## src/rtl/video_cfg_if.sv

```systemverilog
// Signal bundle between the keyboard/board/video side and video_cfg_ctrl.
// The master drives requests and vsync; the slave returns video config and core reset.
interface video_cfg_if;
  logic       kbd_scanlines_i;
  logic       kbd_scandbl_i;
  logic       kbd_reset_i;
  logic [1:0] btn_n_i;
  logic       vs_i;
  logic [1:0] scanlines_o;
  logic       scandoubler_o;
  logic       core_reset_o;
  logic       busy_o;

  modport master (
    output kbd_scanlines_i, kbd_scandbl_i, kbd_reset_i, btn_n_i, vs_i,
    input  scanlines_o, scandoubler_o, core_reset_o, busy_o
  );

  modport slave (
    input  kbd_scanlines_i, kbd_scandbl_i, kbd_reset_i, btn_n_i, vs_i,
    output scanlines_o, scandoubler_o, core_reset_o, busy_o
  );
endinterface

```

## src/rtl/video_cfg_ctrl.sv

```systemverilog
// Video config controller: debounced buttons and keyboard pulses queue scanline/scandoubler
// changes that land on vsync (or a timeout), plus a retriggerable core reset hold.
//
// state | meaning
// ------+------------------------------------------------------------
// HOLD  | core_reset_o high, hold counter counting up to RESET_HOLD-1
// RUN   | core running, waiting for kbd_reset_i
module video_cfg_ctrl #(
  parameter int DEBOUNCE_CYCLES = 1024,
  parameter int RESET_HOLD      = 4096,
  parameter int VS_TIMEOUT      = 1 << 20,
  parameter bit SD_INIT         = 1'b1
) (
  input logic        clk,
  input logic        reset,
  video_cfg_if.slave bus
);

  localparam int DB_W   = (DEBOUNCE_CYCLES > 1) ? $clog2(DEBOUNCE_CYCLES) : 1;
  localparam int HOLD_W = (RESET_HOLD > 1) ? $clog2(RESET_HOLD) : 1;
  localparam int WAIT_W = (VS_TIMEOUT > 1) ? $clog2(VS_TIMEOUT) : 1;

  localparam logic [DB_W-1:0]   DB_LAST   = DB_W'(DEBOUNCE_CYCLES - 1);
  localparam logic [HOLD_W-1:0] HOLD_LAST = HOLD_W'(RESET_HOLD - 1);
  localparam logic [WAIT_W-1:0] WAIT_LAST = WAIT_W'(VS_TIMEOUT - 1);

  typedef enum logic {RUN = 1'b0, HOLD = 1'b1} state_t;

  state_t state, state_nxt;
  logic [HOLD_W-1:0] hold_cnt, hold_nxt;

  logic [1:0]      btn_sync1, btn_sync2, db_lvl;
  logic [DB_W-1:0] db_cnt [2];
  logic [1:0]      press;

  logic            vs_q;
  logic            pend_sl, pend_sd;
  logic            pend_sl_nxt, pend_sd_nxt;
  logic [WAIT_W-1:0] wait_cnt;
  logic [1:0]      scanlines;
  logic            scandoubler;
  logic            busy;
  logic            vs_edge, any_pend, timeout, apply;
  logic            req_sl, req_sd;

  // Debounce counters are down-counters; acceptance happens on the sample after reaching zero.
  always_ff @(posedge clk) begin
    if (reset) begin
      btn_sync1 <= 2'b11;
      btn_sync2 <= 2'b11;
      db_lvl    <= 2'b11;
      for (int i = 0; i < 2; i++) db_cnt[i] <= DB_LAST;
    end else begin
      btn_sync1 <= bus.btn_n_i;
      btn_sync2 <= btn_sync1;
      for (int i = 0; i < 2; i++) begin
        if (btn_sync2[i] == db_lvl[i]) begin
          db_cnt[i] <= DB_LAST;
        end else if (db_cnt[i] == '0) begin
          db_lvl[i] <= btn_sync2[i];
          db_cnt[i] <= DB_LAST;
        end else begin
          db_cnt[i] <= db_cnt[i] - 1'b1;
        end
      end
    end
  end

  always_comb begin
    press = 2'b00;
    for (int i = 0; i < 2; i++)
      press[i] = (btn_sync2[i] != db_lvl[i]) && (db_cnt[i] == '0) && !btn_sync2[i];
  end

  assign req_sl   = bus.kbd_scanlines_i | press[0];
  assign req_sd   = bus.kbd_scandbl_i | press[1];
  assign vs_edge  = bus.vs_i & ~vs_q;
  assign any_pend = pend_sl | pend_sd;
  assign timeout  = any_pend && (wait_cnt == WAIT_LAST);
  assign apply    = any_pend && (vs_edge || timeout);

  // A request on the application cycle survives into the next batch.
  assign pend_sl_nxt = req_sl | (pend_sl & ~apply);
  assign pend_sd_nxt = req_sd | (pend_sd & ~apply);

  always_ff @(posedge clk) begin
    if (reset) begin
      vs_q        <= 1'b0;
      pend_sl     <= 1'b0;
      pend_sd     <= 1'b0;
      wait_cnt    <= '0;
      scanlines   <= 2'd0;
      scandoubler <= SD_INIT;
    end else begin
      vs_q    <= bus.vs_i;
      pend_sl <= pend_sl_nxt;
      pend_sd <= pend_sd_nxt;
      if (!any_pend || apply) wait_cnt <= '0;
      else                    wait_cnt <= wait_cnt + 1'b1;
      if (apply && pend_sl) scanlines   <= scanlines + 2'd1;
      if (apply && pend_sd) scandoubler <= ~scandoubler;
    end
  end

  always_ff @(posedge clk) begin
    if (reset) begin
      state    <= HOLD;
      hold_cnt <= '0;
      busy     <= 1'b1;
    end else begin
      state    <= state_nxt;
      hold_cnt <= hold_nxt;
      busy     <= pend_sl_nxt | pend_sd_nxt | (state_nxt == HOLD);
    end
  end

  always_comb begin
    state_nxt = state;
    hold_nxt  = hold_cnt;
    case (state)
      HOLD: begin
        if (bus.kbd_reset_i) begin
          hold_nxt = '0;
        end else if (hold_cnt == HOLD_LAST) begin
          state_nxt = RUN;
          hold_nxt  = '0;
        end else begin
          hold_nxt = hold_cnt + 1'b1;
        end
      end
      RUN: begin
        if (bus.kbd_reset_i) begin
          state_nxt = HOLD;
          hold_nxt  = '0;
        end
      end
      default: begin
        state_nxt = HOLD;
        hold_nxt  = '0;
      end
    endcase
  end

  assign bus.scanlines_o   = scanlines;
  assign bus.scandoubler_o = scandoubler;
  assign bus.core_reset_o  = (state == HOLD);
  assign bus.busy_o        = busy;

endmodule

```

## src/flat_wrapper.sv

```systemverilog
// flat-port wrapper written by rule: the top's interface ports become plain ports
module video_cfg_ctrl_flat 
#(
  parameter int DEBOUNCE_CYCLES = 1024,
  parameter int RESET_HOLD      = 4096,
  parameter int VS_TIMEOUT      = 1 << 20,
  parameter bit SD_INIT         = 1'b1
)
  (clk, reset, bus_kbd_scanlines_i, bus_kbd_scandbl_i, bus_kbd_reset_i, bus_btn_n_i, bus_vs_i, bus_scanlines_o, bus_scandoubler_o, bus_core_reset_o, bus_busy_o);
  video_cfg_if bus_i ();
  input logic clk;
  input logic reset;
  input wire logic [$bits(bus_i.kbd_scanlines_i)-1:0] bus_kbd_scanlines_i;
  input wire logic [$bits(bus_i.kbd_scandbl_i)-1:0] bus_kbd_scandbl_i;
  input wire logic [$bits(bus_i.kbd_reset_i)-1:0] bus_kbd_reset_i;
  input wire logic [$bits(bus_i.btn_n_i)-1:0] bus_btn_n_i;
  input wire logic [$bits(bus_i.vs_i)-1:0] bus_vs_i;
  output wire logic [$bits(bus_i.scanlines_o)-1:0] bus_scanlines_o;
  output wire logic [$bits(bus_i.scandoubler_o)-1:0] bus_scandoubler_o;
  output wire logic [$bits(bus_i.core_reset_o)-1:0] bus_core_reset_o;
  output wire logic [$bits(bus_i.busy_o)-1:0] bus_busy_o;
  assign bus_i.kbd_scanlines_i = bus_kbd_scanlines_i;
  assign bus_i.kbd_scandbl_i = bus_kbd_scandbl_i;
  assign bus_i.kbd_reset_i = bus_kbd_reset_i;
  assign bus_i.btn_n_i = bus_btn_n_i;
  assign bus_i.vs_i = bus_vs_i;
  assign bus_scanlines_o = bus_i.scanlines_o;
  assign bus_scandoubler_o = bus_i.scandoubler_o;
  assign bus_core_reset_o = bus_i.core_reset_o;
  assign bus_busy_o = bus_i.busy_o;
  video_cfg_ctrl #(.DEBOUNCE_CYCLES(DEBOUNCE_CYCLES), .RESET_HOLD(RESET_HOLD), .VS_TIMEOUT(VS_TIMEOUT), .SD_INIT(SD_INIT)) u_core (.clk(clk), .reset(reset), .bus(bus_i));
endmodule
```

## config.mk

```make
export PLATFORM = sky130hd
export DESIGN_NAME = video_cfg_ctrl_flat
export DESIGN_NICKNAME = d
export VERILOG_FILES = /design/src/rtl/video_cfg_if.sv /design/src/rtl/video_cfg_ctrl.sv /design/src/flat_wrapper.sv
export SDC_FILE = /design/constraint.sdc
export NUM_CORES = 1
export LEC_CHECK = 0
export BUFFER_PORTS_ARGS = -buffer_cell sky130_fd_sc_hd__buf_2
export CAP_MARGIN = 30
export CORE_ASPECT_RATIO = 1.1
export CORE_MARGIN = 2
export CORE_UTILIZATION = 50
export DETAILED_ROUTE_END_ITERATION = 16
export PLACE_DENSITY = 0.71
export SLEW_MARGIN = 0
export SYNTH_ARGS = -nofsm -noshare
export SYNTH_HDL_FRONTEND = slang
export SYNTH_SLANG_ARGS = --single-unit
```

## constraint.sdc

```tcl
create_clock -name clk -period 1.9 [get_ports clk]
set_clock_uncertainty 0.1 [all_clocks]
set_input_delay 0.19 -clock clk [delete_from_list [all_inputs] [get_ports clk]]
set_output_delay 0.19 -clock clk [all_outputs]
set_load 0.01 [all_outputs]
```

After elaboration in Yosys (flattened, before gate mapping). Memories as Yosys holds them, arrays and structs flattened. Index checks and enable logic that the tools add are counted.

Add/sub/neg operators: 5. Equal/unequal tests: 7. Multiplexer cells: 38. Bitwise gates (word level): 22. Reductions and logical operators: 18.

Operator list (count): 10-bit two-way mux (6); 12-bit two-way mux (3); 1-bit two-way mux (27); 12-bit case mux with 2 select lines (1); 20-bit by 1-bit adder with 20-bit output, second input constant (1); 20-bit equality test, second input constant (1); 10-bit zero test (2); 10-bit by 1-bit subtractor with 10-bit output, second input constant (2); 1-bit OR (13); 12-bit by 1-bit adder with 12-bit output, second input constant (1); 12-bit equality test, second input constant (1); 1-bit logical AND (8); 1-bit inverter (6); 2-bit AND reduction (2); 1-bit bitwise AND (3); 1-bit zero test (3); 2-bit by 1-bit adder with 2-bit output, second input constant (1); 1-bit equality test (2); 1-bit logical OR (2); 1-bit != test (2); 2-bit != test, second input constant (1); 1-bit case mux with 2 select lines (1); 2-bit OR reduction (1).

Flip-flop bits (word level): 46. RAM bits: 20. Input port bits: 8. Logic and storage cells: 104. Memories: 1.

Memories: u_core.db_cnt (depth 2, width 10, read ports 2, clocked after memory_dff 0, write ports 2, line video_cfg_ctrl.sv:33) `logic [DB_W-1:0] db_cnt [2];`.

Logic depth before layout (Yosys ltp).
Depth after elaboration: 9. Gate-level depth with buffers: 6.

Worst setup path before layout. Ideal clock, no wire load.

Kind: flip-flop to flip-flop. Start: register u_core.wait_cnt[0]. End: register u_core.scanlines[0] (netlist: u_core.bus.scanlines_o[0]). Library setup time: 0.123 ns. Arrival time: 1.838 ns. Data required time: 1.677 ns. Path slack: -0.161 ns. Stages on the path, launching flop included: 7. Path buffers: 1. Period minus slack after synthesis: 2.061 ns. Path through: dfxtp_1 ha_1 nand3_1 or3_4 buf_6 o31ai_1 mux2_1.

Word-level cells in the longest chain between the ends: 5.

RTL lines: start: declaration (line video_cfg_ctrl.sv:39) `logic [WAIT_W-1:0] wait_cnt;`; start signal: assignment (line video_cfg_ctrl.sv:99) `else wait_cnt <= wait_cnt + 1'b1;`; 20-bit equality test (line video_cfg_ctrl.sv:79) `assign timeout = any_pend && (wait_cnt == WAIT_LAST);`; 1-bit logical AND (line video_cfg_ctrl.sv:79); 1-bit logical OR (line video_cfg_ctrl.sv:80) `assign apply = any_pend && (vs_edge || timeout);`; 1-bit logical AND (line video_cfg_ctrl.sv:80); 1-bit logical AND (line video_cfg_ctrl.sv:100) `if (apply && pend_sl) scanlines <= scanlines + 2'd1;`; end signal: assignment (line video_cfg_ctrl.sv:100); end: declaration (line video_cfg_ctrl.sv:40) `logic [1:0] scanlines;`.

Every way passes these cells. A chain may end at the register's enable or synchronous reset.

Final worst setup path. Ends and elaborated chain as after synthesis.

==> impl_summary.log <==
[metrics] run status: finished clean
[metrics] commonest cells after routing, fill and taps aside: 43 x dfxtp_1, 39 x nor2_1, 28 x nand2_1
[metrics] vias per std cell: 5.243
[metrics] startpoint of the lowest-slack register-to-register path: u_core.wait_cnt[0]
[metrics] Die Span X: 80.12 um
[metrics] final hold violation count: 0
[metrics] sum of internal, switching and leakage power: 2.747 mW
[metrics] Post-route DRC: 0
[metrics] worst endpoint data arrival time: 1.98 ns
[metrics] worst min-delay path category: in2reg
[metrics] cell depth of the worst hold path: 3
[metrics] critical path data required time: 2.02 ns
[metrics] final number of setup-violating endpoints: 0
[metrics] critical path startpoint: u_core.wait_cnt[0]
[metrics] routed vias: 2,506
[metrics] part of the total power dissipated in the clock network: 0.419
[metrics] Worst VDD drop: 0.0005362 V
[metrics] number of synthesized register bits: 66
[metrics] most frequent standard cell in the layout excluding fill and tap cells: dfxtp_1
[metrics] clock tree root driver cell: clkbuf_8
[metrics] Post-Syn Instances: 330
[metrics] Synth warnings: 0
[metrics] slowest stage cell, crit path: or3_4
[metrics] design area: 3864 um^2
[metrics] Longest Clk Path Bufs: 2
[metrics] primary flip-flop cell chosen by synthesis mapping: dfxtp_1
[metrics] DR iter-0 viols: 76
[metrics] die footprint: 7029 um^2
[metrics] dpl hpwl: 4.211 mm
[metrics] non-filler instance count after layout: 478
[metrics] Antenna Cells: 0
[metrics] Leakage Power: 1.386 nW
[metrics] post-synthesis instance area: 3187 um^2
[metrics] H-Tree Depth: 3
[metrics] placer congestion estimate: 0.7644
[metrics] Final TNS setup: 0 ns
[metrics] core area: 6156 um^2
[metrics] fin crit share: 0.9794
[metrics] crit-path cells: ha_4, nand3_2, or3_4, o31ai_1, mux2_1
[metrics] worst hold slack: 0.01082 ns
[metrics] headroom to the max-slew limit: 0.6524
[metrics] share of synthesized area occupied by flip-flops and latches: 0.4774
[metrics] WP buf/inv: 0
[metrics] Sw Share: 0.2152
[metrics] Syn-to-layout area delta: 21.24%
[metrics] mean cell area of the mapped netlist: 9.657 um^2
[metrics] number of nets with antenna violations after detailed routing: 0
[metrics] pin count of the biggest net entering global routing: 19
[metrics] endpoint class of the critical path: flop
[metrics] critical-path maximum fanout: 5
[metrics] first-pass GRT wire length: 9.915 mm
[metrics] capture point of the critical path: u_core.bus.scanlines_o[0]
[metrics] IO Count: 13
[metrics] cell family with most CP delay: simple AND/OR/NAND/NOR gates
[metrics] logic gate share of total power: 0.043
[metrics] Cell Count Post-Placement: 455
[metrics] post-layout minimum cycle time: 1.861 ns
[metrics] number of placement rows: 30
[metrics] element type at the critical path start: flop
[metrics] CTS tree: yes
[metrics] critical path type: reg2reg
[metrics] RSZ-0062 raised after global routing: true
[metrics] placed instance area: 3582 um^2
[metrics] net switching power: 591.3 uW
[metrics] Net count, final: 407
[metrics] effective utilization at floorplan: 0.5177
[metrics] routed length per instance: 12.20 um
[metrics] max_cap viols: 0
[metrics] Worst-Skew Late Latency: 0.34 ns
[metrics] end of the worst register-to-register path: u_core.bus.scanlines_o[0]
[metrics] antenna violations before repair: 0
[metrics] residual overflow from global routing: 0
[metrics] global router's overall resource usage: 0.1795
[metrics] count of cell instances traversed by the critical path: 5
[metrics] height of the die: 87.73 um
[metrics] worst reg-to-reg setup slack: 0.04 ns
[metrics] first-pass iteration count of the detailed router: 4
[metrics] Fmax: 0.5374 GHz
[metrics] number of inserted filler cells in the final layout: 526
[metrics] ratio of total power to cell area: 711.0 nW/um^2
[metrics] number of CTS-inserted buffers: 9
[metrics] transition at the pin with the smallest max-transition slack: 0.5167 ns
[metrics] FF-to-FF path depth: 5
[metrics] vias in the first global route: 2,343
[metrics] Sinks on Clock Net: 66
[metrics] clock transition at the registers of the reported paths: 0.07 ns
[metrics] fraction of power consumed by sequential logic: 0.538
[metrics] Max stage delay on crit path: 0.41 ns
[metrics] detailed-route wire length: 5.833 mm
[metrics] async set-or-reset flop fraction in the synthesized netlist: 0
[metrics] count of flip-flops with a built-in enable after synthesis: 20
[metrics] post-synthesis cell type count: 49
[metrics] PortBufs: 12
[metrics] internal cell power: 2.156 mW
[metrics] fraction of layout instances using a drive strength above 1: 0.2010
[metrics] final number of max-transition violations: 0
[power groups by stage]
stage	registers [mW]	clock network, mW	logic [mW]
3_3_place_gp	1.51	0	0.103
6_report	1.48	1.15	0.117
3_5_place_dp	1.51	0	0.105
2_1_floorplan	1.51	0	0.0690
5_1_grt	1.48	1.25	0.133
4_1_cts	1.48	1.19	0.111
[Yosys cell counts, drive strengths merged, types with 7 or more instances]
library cell | n | share of area
a21oi | 9 | 0.014
nand3 | 23 | 0.036
o21ai | 8 | 0.013
nor2 | 39 | 0.046
inv | 7 | 0.0082
xor2 | 23 | 0.063
xnor2 | 12 | 0.033
clkbuf | 7 | 0.0082
and3 | 8 | 0.016
nand2 | 28 | 0.033
or3 | 7 | 0.016
nor4 | 7 | 0.014
edfxtp | 20 | 0.19
dfxtp | 46 | 0.29
nor2b | 7 | 0.014
nand4 | 13 | 0.032
[worst reg2reg max path, cell delays in order, from the launching register on]
cell and delay [ns]:
dfxtp_4 0.38, ha_4 0.14, nand3_2 0.10, or3_4 0.41, o31ai_1 0.29, mux2_1 0.34
[routing by layer]
layer  vias up  GRT usage  share of wire
met4         0    0.08320          0.014
met3         6    0.04124          0.028
met2        31     0.3121           0.51
met5         -          0              0
li1       1291          -              -
met1      1178     0.2097           0.45
[timing repair]
| action | in CTS | in global routing |
|---|---|---|
| setup buffers | 0 | 4 |
| endpoints found under the hold margin | 3 | 0 |
| hold buffers | 3 | 0 |
| setup endpoints to repair | 0 | 4 |
| resized for setup | 0 | 7 |
[registers in the layout (all words and copies together) (netlist names)]
name	count
u_core.btn_sync1	2
u_core.btn_sync2	2
u_core.bus.busy_o	1
u_core.bus.core_reset_o	1
u_core.bus.scandoubler_o	1
u_core.bus.scanlines_o	2
u_core.db_cnt	20
u_core.db_lvl	2
u_core.hold_cnt	12
u_core.pend_sd	1
u_core.pend_sl	1
u_core.vs_q	1
u_core.wait_cnt	20
[how the worst min path moves through the flow]
stage | endpoint | slack [ns] | from
floorplan | u_core.btn_sync1[0] | 0.19 | bus_btn_n_i[0]
global placement | u_core.btn_sync1[1] | 0.28 | bus_btn_n_i[1]
detailed placement | u_core.btn_sync1[0] | 0.28 | bus_btn_n_i[0]
CTS | u_core.bus.busy_o | 0.005 | bus_kbd_scandbl_i
global route | u_core.vs_q | 0.01 | bus_vs_i
finish | u_core.bus.busy_o | 0.01 | bus_kbd_scandbl_i
[through the flow]
stage	worst slack, ns	utilization
after floorplan	-0.008911	-
after global placement	0.09026	0.5819
after detailed placement	0.05234	0.5819
after CTS	0.04418	0.6185
after global routing	-0.03264	0.6276
final	0.03910	0.6276
[kinds of logic (layout without fill, tap and decap cells)]
| logic type | count (synthesis) | after routing | share of synthesized area |
|---|---|---|---|
| simple gates | 160 | 160 | 0.2689 |
| flops | 66 | 66 | 0.4774 |
| compound gates | 39 | 39 | 0.08599 |
| xor+xnor | 35 | 35 | 0.09619 |
| buf+inv | 17 | 66 | 0.02709 |
| fa+ha+maj | 6 | 6 | 0.02356 |
| mux | 6 | 6 | 0.01963 |
| other cells | 1 | 20 | 0.001177 |
[layout make-up]
type / instances / area (um^2) / area share
clock inverters: 5 / 53.80 / 0.01392
clock buffers: 11 / 141.4 / 0.03659
flip-flops and latches: 66 / 1530 / 0.3960
inverters: 7 / 26.28 / 0.006801
multi-input cells: 266 / 1695 / 0.4388
repair buffers: 43 / 316.6 / 0.08193
well taps: 80 / 100.1 / 0.02591
Note: power is estimated with default switching activity, not from simulation.
